==> src/rtl/oled_bus_arbiter.sv <==
// ---------------------------------------------------------------------------
// oled_bus_arbiter
//
// Shares one OLED byte-writer (SPI/I2C serializer) between NREQ requesters
// (0 = init sequencer, 1 = screen clear, 2 = text renderer). The arbiter
// grants whole bursts, so command sequences from different clients are never
// interleaved. Priority is fixed (index 0 highest) and a running burst is
// never preempted.
//
// Optional feature: define ARB_TIMEOUT_EN to add a burst idle timeout. It
// adds the TMO_CYC parameter and a 1-bit tmo pulse output.
//
// Ports:
//   clk_50m     system clock
//   rst         asynchronous, active-high reset
//   req         per-requester bus request (level, held until burst done)
//   vld/dat/dc  per-requester byte offer; dat slice i is [8i+7:8i]
//   last        per-requester end-of-burst marker
//   gnt         registered one-hot grant
//   rdy         per-requester byte accepted this cycle
//   wr_valid    byte available to the serializer (registered)
//   wr_data     byte to the serializer (registered)
//   wr_dc       D/C flag to the serializer (registered)
//   wr_ready    serializer accepts the byte
//   busy        a burst is in progress (state != IDLE)
//   burst_cnt   bytes accepted in the current/last burst (saturating)
//   state_dbg   current FSM state (0 IDLE, 1 BURST, 2 DRAIN, 3 RELEASE)
//   tmo         (ARB_TIMEOUT_EN only) 1-cycle pulse on burst timeout
//
// Handshake: a byte moves across an interface on every clock edge where
// valid and ready are both high; valid, once raised, holds its payload
// stable until that edge. This applies to vld/rdy on the client side and to
// wr_valid/wr_ready on the serializer side.
// ---------------------------------------------------------------------------
module oled_bus_arbiter #(
    parameter int NREQ  = 3,
    parameter int CNT_W = 16
`ifdef ARB_TIMEOUT_EN
    ,
    parameter int TMO_CYC = 1023
`endif
) (
    input  logic                clk_50m,
    input  logic                rst,
    input  logic [NREQ-1:0]     req,
    input  logic [NREQ-1:0]     vld,
    input  logic [8*NREQ-1:0]   dat,
    input  logic [NREQ-1:0]     dc,
    input  logic [NREQ-1:0]     last,
    output logic [NREQ-1:0]     gnt,
    output logic [NREQ-1:0]     rdy,
    output logic                wr_valid,
    output logic [7:0]          wr_data,
    output logic                wr_dc,
    input  logic                wr_ready,
    output logic                busy,
    output logic [CNT_W-1:0]    burst_cnt,
    output logic [1:0]          state_dbg
`ifdef ARB_TIMEOUT_EN
    ,
    output logic                tmo
`endif
);

    typedef enum logic [1:0] {
        S_IDLE    = 2'd0,
        S_BURST   = 2'd1,
        S_DRAIN   = 2'd2,
        S_RELEASE = 2'd3
    } state_t;

    state_t          state;
    logic [NREQ-1:0] pick_oh;
    logic [7:0]      sel_dat;
    logic            sel_dc;
    logic            sel_last;
    logic            out_free;
    logic            accept;

    // Isolate the lowest set request bit: highest priority wins.
    assign pick_oh = req & (~req + NREQ'(1));

    // The output register can take a new byte if it is empty or draining
    // this same cycle, which gives full rate with no skid buffer.
    assign out_free = !wr_valid || wr_ready;
    assign rdy      = (state == S_BURST && out_free) ? (gnt & vld) : '0;
    assign accept   = |rdy;

    assign busy      = (state != S_IDLE);
    assign state_dbg = state;

    // gnt is one-hot, so an AND-OR mux selects the granted client's byte.
    always_comb begin
        sel_dat  = '0;
        sel_dc   = 1'b0;
        sel_last = 1'b0;
        for (int i = 0; i < NREQ; i++) begin
            if (gnt[i]) begin
                sel_dat  = sel_dat | dat[8*i +: 8];
                sel_dc   = sel_dc | dc[i];
                sel_last = sel_last | last[i];
            end
        end
    end

`ifdef ARB_TIMEOUT_EN
    localparam int TMO_W = $clog2(TMO_CYC + 1);

    logic [TMO_W-1:0] tmo_cnt;
    logic             sel_vld;
    logic             tmo_hit;

    assign sel_vld = |(gnt & vld);
    // Fires on the TMO_CYC-th consecutive cycle without an offered byte.
    assign tmo_hit = (state == S_BURST) && !sel_vld &&
                     (tmo_cnt == TMO_W'(TMO_CYC - 1));

    always_ff @(posedge clk_50m or posedge rst) begin
        if (rst) begin
            tmo_cnt <= '0;
            tmo     <= 1'b0;
        end else begin
            tmo <= tmo_hit;
            if (state != S_BURST || accept)
                tmo_cnt <= '0;
            else if (!sel_vld)
                tmo_cnt <= tmo_cnt + TMO_W'(1);
        end
    end
`endif

    always_ff @(posedge clk_50m or posedge rst) begin
        if (rst) begin
            state     <= S_IDLE;
            gnt       <= '0;
            wr_valid  <= 1'b0;
            wr_data   <= '0;
            wr_dc     <= 1'b0;
            burst_cnt <= '0;
        end else begin
            // Output register: a load takes precedence over a drain.
            if (accept) begin
                wr_valid <= 1'b1;
                wr_data  <= sel_dat;
                wr_dc    <= sel_dc;
            end else if (wr_valid && wr_ready) begin
                wr_valid <= 1'b0;
            end

            if (accept && burst_cnt != '1)
                burst_cnt <= burst_cnt + CNT_W'(1);

            case (state)
                S_IDLE: begin
                    if (|req) begin
                        gnt       <= pick_oh;
                        burst_cnt <= '0;
                        state     <= S_BURST;
                    end
                end
                S_BURST: begin
                    if (accept && sel_last)
                        state <= S_DRAIN;
`ifdef ARB_TIMEOUT_EN
                    else if (tmo_hit)
                        state <= S_DRAIN;
`endif
                end
                S_DRAIN: begin
                    // Hold the grant until the last byte has left the
                    // output register.
                    if (out_free) begin
                        gnt   <= '0;
                        state <= S_RELEASE;
                    end
                end
                S_RELEASE: begin
                    state <= S_IDLE;
                end
                default: begin
                    state <= S_IDLE;
                end
            endcase
        end
    end

endmodule

==> config.mk <==
export PLATFORM = sky130hd
export DESIGN_NAME = oled_bus_arbiter
export DESIGN_NICKNAME = d
export VERILOG_FILES = /design/src/rtl/oled_bus_arbiter.sv
export SDC_FILE = /design/constraint.sdc
export NUM_CORES = 1
export LEC_CHECK = 0
export ABC_AREA = 1
export CORE_ASPECT_RATIO = 0.75
export CORE_MARGIN = 5
export CORE_UTILIZATION = 44
export DETAILED_ROUTE_END_ITERATION = 16
export GPL_TIMING_DRIVEN = 0
export PLACE_DENSITY_LB_ADDON = 0.08
export SKIP_CTS_REPAIR_TIMING = 1
export SYNTH_ARGS = -nofsm -noshare
export SYNTH_HDL_FRONTEND = slang
export SYNTH_SLANG_ARGS = --single-unit
==> constraint.sdc <==
create_clock -name clk_50m -period 2 [get_ports clk_50m]
set_input_delay 0.4 -clock clk_50m [delete_from_list [all_inputs] [get_ports clk_50m]]
set_output_delay 0.4 -clock clk_50m [all_outputs]
set_load 0.03 [all_outputs]
# == Yosys cells after proc, flatten, opt, wreduce, memory -nomap -nowiden ==
# Cells that the tools add are included.
# op_classes
reduce_logical,14
bitwise_logic,9
addsub,2
mux,22
n_eq_ne,7
# ops
cell,n
16-bit two-way mux,3
8-bit two-way mux,3
16-bit by 1-bit adder with 16-bit output (second input constant),1
16-bit inequality test (second input constant),1
8-bit OR,2
3-bit two-way mux,3
1-bit two-way mux,8
2-bit case mux with 4 select lines,1
3-bit AND,2
2-bit two-way mux,3
3-bit case mux with 2 select lines,1
3-bit AND reduction,2
2-bit nonzero test,3
3-bit OR reduction,2
2-bit equality test (second input constant),2
1-bit logical AND,4
2-bit inequality test (second input constant),2
1-bit OR,4
3-bit by 1-bit adder with 3-bit output (second input constant),1
3-bit NOT,1
2-bit by 1-bit equality test with 1-bit output (second input constant),1
2-bit logical NOT,1
2-bit by 1-bit inequality test with 1-bit output (second input constant),1
1-bit logical NOT,1
1-bit logical OR,1
# word_totals
inputBits,39
regBits,31
elab_cells,60
output_inout_bits,35

# == Longest topological paths before layout ==
# logic_depth
ltp_word,9
ltp_mapped,11
depth_no_buf,11

# == Worst setup path before layout ==
# Ideal clock, no wire load.
# synth_timing
path_type,register to register
start,register burst_cnt[1]
end,register burst_cnt[8]
setup_ps,135
path_stages_with_launch,10
arrival_time_ps,1583
path_buffers,1
period_less_slack_ps,1717
slack_ps,283
path_cell_list,dfrtp_1 ha_1 nand3_1 nor2_2 nand2_2 nand2_4 inv_2 buf_6 nand2_1 a21oi_1
# synth_between
elab_chain_cells,5
elab_cells_between_ends,6
# synth_lines
element,line,source
from (decl),57,"output logic [CNT_W-1:0] burst_cnt,"
from (signal assigned),151,burst_cnt <= burst_cnt + CNT_W'(1);
"parallel branches: the longest is 2 deep, another holds 16-bit by 1-bit adder with 16-bit output",--,
16-bit two-way mux *,150,if (accept && burst_cnt != '1)
16-bit two-way mux,155,if (|req) begin
16-bit two-way mux *,153,case (state)
# Mark *: on every way between the ends.
# A chain may end at the register's enable or synchronous reset.

# == Worst setup path after layout ==
# layout_timing
start,register burst_cnt[9]
end,output port burst_cnt[9]
# No word-level cell between the ends.

==> out/qor.csv <==
stage;metric;value;unit
status;status;finished, final reports clean;
setup_path;largest stage delay on the critical path;0.72;ns
placement;DP HPWL;3.94;mm
yosys;post-synth cell types;28;
setup_path;reg2reg path depth;7;
yosys;Async S/R FF share, synth;100;%
power;part of the total power dissipated in combinational logic;53.6;%
setup_path;data required time of the worst path;1.60;ns
timing;final setup slack of the worst path;0.152;ns
die;top-level I/O count;74;
setup_path;crit path from;burst_cnt[9];
power;design internal power;1.79;mW
setup_path;Critical Path End;burst_cnt[9];
placement;global placer's final weighted congestion;0.914;
cells_and_area;area overhead of the layout relative to synthesis;47.9;%
cts;clk slew on worst S/H paths;0.06;ns
yosys;fraction of post-synthesis cell area in the top cell type by area;40.6;%
power;P per Cell Area;1110;nW/um^2
die;DIE HEIGHT;67.1;um
timing;setup violation total in the final timing report;0;
global_route;first-pass GRT wire length;8.29;mm
yosys;Seq cells post-synth;31;
routing;met2 WL post-DR;2.27;mm
cts;Clock Tree Buf Depth;2;
setup_path;flop-to-flop setup slack;0.24;ns
timing;share of the cycle needed by the critical path after routing;92.4;%
setup_path;CP delay by family, top;buffers and inverters;
setup_path;CP Launch Type;register;
routing;Routed met3 length;493;um
yosys;number of synthesized flops with an enable pin;0;
setup_path;total number of cells along the worst setup path;1;
placement;worst-case setup slack after placement;-0.285;ns
die;core area;4130;sq um
global_route;number of global-route vias before repair;1761;
global_route;maximum number of pins on one net before global-route repair;32;
flow_run;number of max-capacitance violations reported;0;
yosys;commonest cells in the netlist;93 x sky130_fd_sc_hd__nand2_1, 32 x sky130_fd_sc_hd__inv_1, 31 x sky130_fd_sc_hd__dfrtp_1, 31 x sky130_fd_sc_hd__nor2_1, 18 x sky130_fd_sc_hd__nand3_1;
routing;wire length on met1;2.30;mm
routing;first-pass iteration count of the detailed router;5;
die;Initial Utilization;46.2;%
yosys;top area cells in the synthesized netlist;sky130_fd_sc_hd__dfrtp_1 41%, sky130_fd_sc_hd__nand2_1 18%, sky130_fd_sc_hd__inv_1 6.3%;
yosys;post-synthesis cell count;267;
routing;Remaining DRCs;0;
yosys;net count after synthesis;310;
power;Power Total;3.14;mW
cells_and_area;number of inserted diodes;0;
yosys;synthesized area;1910;sq um
setup_path;cell with the biggest individual delay on the critical path;sky130_fd_sc_hd__clkdlybuf4s50_1;
timing;RSZ-0062 raised after global routing;false;
die;Die Outline Area;5770;sq um
yosys;most frequently used flop master after synthesis;sky130_fd_sc_hd__dfrtp_1;
cells_and_area;ratio of cells with drive above 1 in the final layout;7.16;%
power;net switching power figure;1.36;mW
power;LEAKAGE;1.28;nW
power;proportion of power drawn by the clock network;17.1;%
setup_path;crit-path cells;clkdlybuf4s50_1;
global_route;total track usage;18.6;%
die;Die Wd;86.1;um
timing;final hold vios;0;
cells_and_area;final instance area;2820;sq um
cells_and_area;Final nets;391;
global_route;initial antenna violation count;0;
yosys;Avg Cell Area, Syn;7.15;sq um
cts;CTS tree;yes;
placement;placed standard-cell area;2710;sq um
timing;count of final max-slew check failures;0;
routing;DRT iter0 DRCs;89;
routing;total vias in the final route;1939;
routing;uppermost signal routing layer after detailed routing;met4;
setup_path;crit path buf inv count;1;
yosys;most common cell in the netlist;sky130_fd_sc_hd__nand2_1;
yosys;sequential share of the synthesized area;40.6;%
routing;antenna-violating nets left;0;
timing;highest clock rate;541;MHz
setup_path;arrival time at the worst endpoint;1.45;ns
die;placement row count;20;
timing;final critical-path required period;1.85;ns
setup_path;FF-to-FF Start;state_dbg[0];
setup_path;Reg-to-Reg End;burst_cnt[0];
cts;number of buffers created by CTS;5;
placement;count of buffers from port buffering;73;
setup_path;Worst setup EP type;output pin;
yosys;cell accounting for the most synthesized area;sky130_fd_sc_hd__dfrtp_1;
timing;max-slew headroom at the worst pin;55.1;%
cts;H-tree depth reported by CTS;2;
cts;Worst-Skew Late Latency;0.28;ns
cts;Root Driver;sky130_fd_sc_hd__clkbuf_8;
cts;count of clock tree sinks;31;
routing;Wirelength per Cell;12.6;um
power;Max IR drop VDD;0.669;mV
setup_path;critical setup path kind;register to output pin;
min_path;Hold WC Path Type;input port to async pin;
global_route;GRT overflow;0;
routing;Detailed Route WL;5.09;mm
setup_path;highest fanout seen on the critical path;6;
power;Switching Fraction;43.2;%
routing;number of vias per cell;4.80;
power;portion of total power attributed to sequential cells;29.3;%
timing;slew at the pin closest to its max-slew limit;0.669;ns
timing;Post-Route Skew;0.00193;ns
yosys;Yosys warning count;0;
[per-stage QoR]
stage          cells  setup TNS [ns]  hold WS, ns  util, %
4_1_cts          403           -1.10        0.526     68.0
6_report         404               0        0.447     68.4
2_1_floorplan    267               0        0.504        -
5_1_grt          404               0        0.492     68.4
3_5_place_dp     395          -0.841        0.510     65.6
3_3_place_gp     395          -0.855        0.514     65.6
[worst register-to-register path, stage by stage (launching register included)]
cell                       delay (ns)
sky130_fd_sc_hd__dfrtp_1         0.42
sky130_fd_sc_hd__inv_1           0.10
sky130_fd_sc_hd__ha_1            0.16
sky130_fd_sc_hd__inv_1           0.10
sky130_fd_sc_hd__nor2_2          0.36
sky130_fd_sc_hd__clkinv_1        0.30
sky130_fd_sc_hd__o21ai_0         0.16
sky130_fd_sc_hd__a21oi_1         0.06
[cell type report]
| type | count | area, sq um |
|---|---|---|
| fillers | 366 | 1310 |
| multi-input cells | 194 | 947 |
| flip-flops and latches | 31 | 776 |
| repair buffers | 74 | 746 |
| inverters | 35 | 131 |
| clock buffers | 8 | 100 |
| well taps | 55 | 68.8 |
| plain buffers | 7 | 55.1 |
[worst min-delay path by stage]
| stage | startpoint | end | slack, ns | depth (start not counted) |
|---|---|---|---|---|
| after detailed placement | state_dbg[1] | state_dbg[1] | 0.51 | 2 |
| after CTS | state_dbg[1] | state_dbg[1] | 0.53 | 2 |
| after floorplan | rst | burst_cnt[0] | 0.50 | 1 |
| after global routing | rst | burst_cnt[8] | 0.49 | 2 |
| after global placement | state_dbg[1] | state_dbg[1] | 0.51 | 2 |
| final | rst | wr_data[5] | 0.45 | 2 |
[state kept, by name, indices dropped and copies added, names as in the netlist]
name	cells
wr_data	8
state_dbg	2
wr_dc	1
wr_valid	1
burst_cnt	16
gnt	3
[kinds of logic (layout without fill, tap and decap cells)]
logic type | Yosys count | in the layout | synth area share [%]
adders and majority gates | 4 | 4 | 2.62
AOI/OAI and AO/OA | 28 | 28 | 9.90
buffers and inverters | 42 | 124 | 9.76
and+or+nand+nor | 156 | 156 | 34.3
xor gates and xnor gates | 6 | 6 | 2.75
DFF | 31 | 31 | 40.6
[layout by cell type (no fill, tap or decap), types with 2 or more instances in the layout]
| cell type | instances |
|---|---|
| sky130_fd_sc_hd__o21ai_0 | 6 |
| sky130_fd_sc_hd__o21bai_1 | 2 |
| sky130_fd_sc_hd__nor2_2 | 3 |
| sky130_fd_sc_hd__a21oi_1 | 10 |
| sky130_fd_sc_hd__nand4_1 | 5 |
| sky130_fd_sc_hd__nor2_1 | 31 |
| sky130_fd_sc_hd__inv_2 | 2 |
| sky130_fd_sc_hd__clkbuf_2 | 3 |
| sky130_fd_sc_hd__ha_1 | 4 |
| sky130_fd_sc_hd__nand3_1 | 18 |
| sky130_fd_sc_hd__xor2_1 | 4 |
| sky130_fd_sc_hd__clkdlybuf4s50_1 | 69 |
| sky130_fd_sc_hd__nand2_1 | 93 |
| sky130_fd_sc_hd__clkbuf_8 | 7 |
| sky130_fd_sc_hd__clkinv_1 | 2 |
| sky130_fd_sc_hd__dfrtp_1 | 31 |
| sky130_fd_sc_hd__inv_1 | 31 |
| sky130_fd_sc_hd__clkbuf_1 | 4 |
| sky130_fd_sc_hd__a41oi_1 | 9 |
| sky130_fd_sc_hd__xnor2_1 | 2 |
[metal layers]
layer	vias to the layer above	global-route usage, %
met5	-	0
met4	0	5.14
met3	4	6.30
met2	62	27.3
met1	868	25.8
li1	1005	-
[power groups by stage]
stage	logic (mW)	clock network [mW]	registers (mW)
5_1_grt	1.85	0.587	0.950
2_1_floorplan	0.728	0	1.25
6_report	1.68	0.538	0.921
3_3_place_gp	1.69	0	0.931
3_5_place_dp	1.70	0	0.933
4_1_cts	1.71	0.558	0.922
No activity file was read; power rests on OpenSTA's default activity.
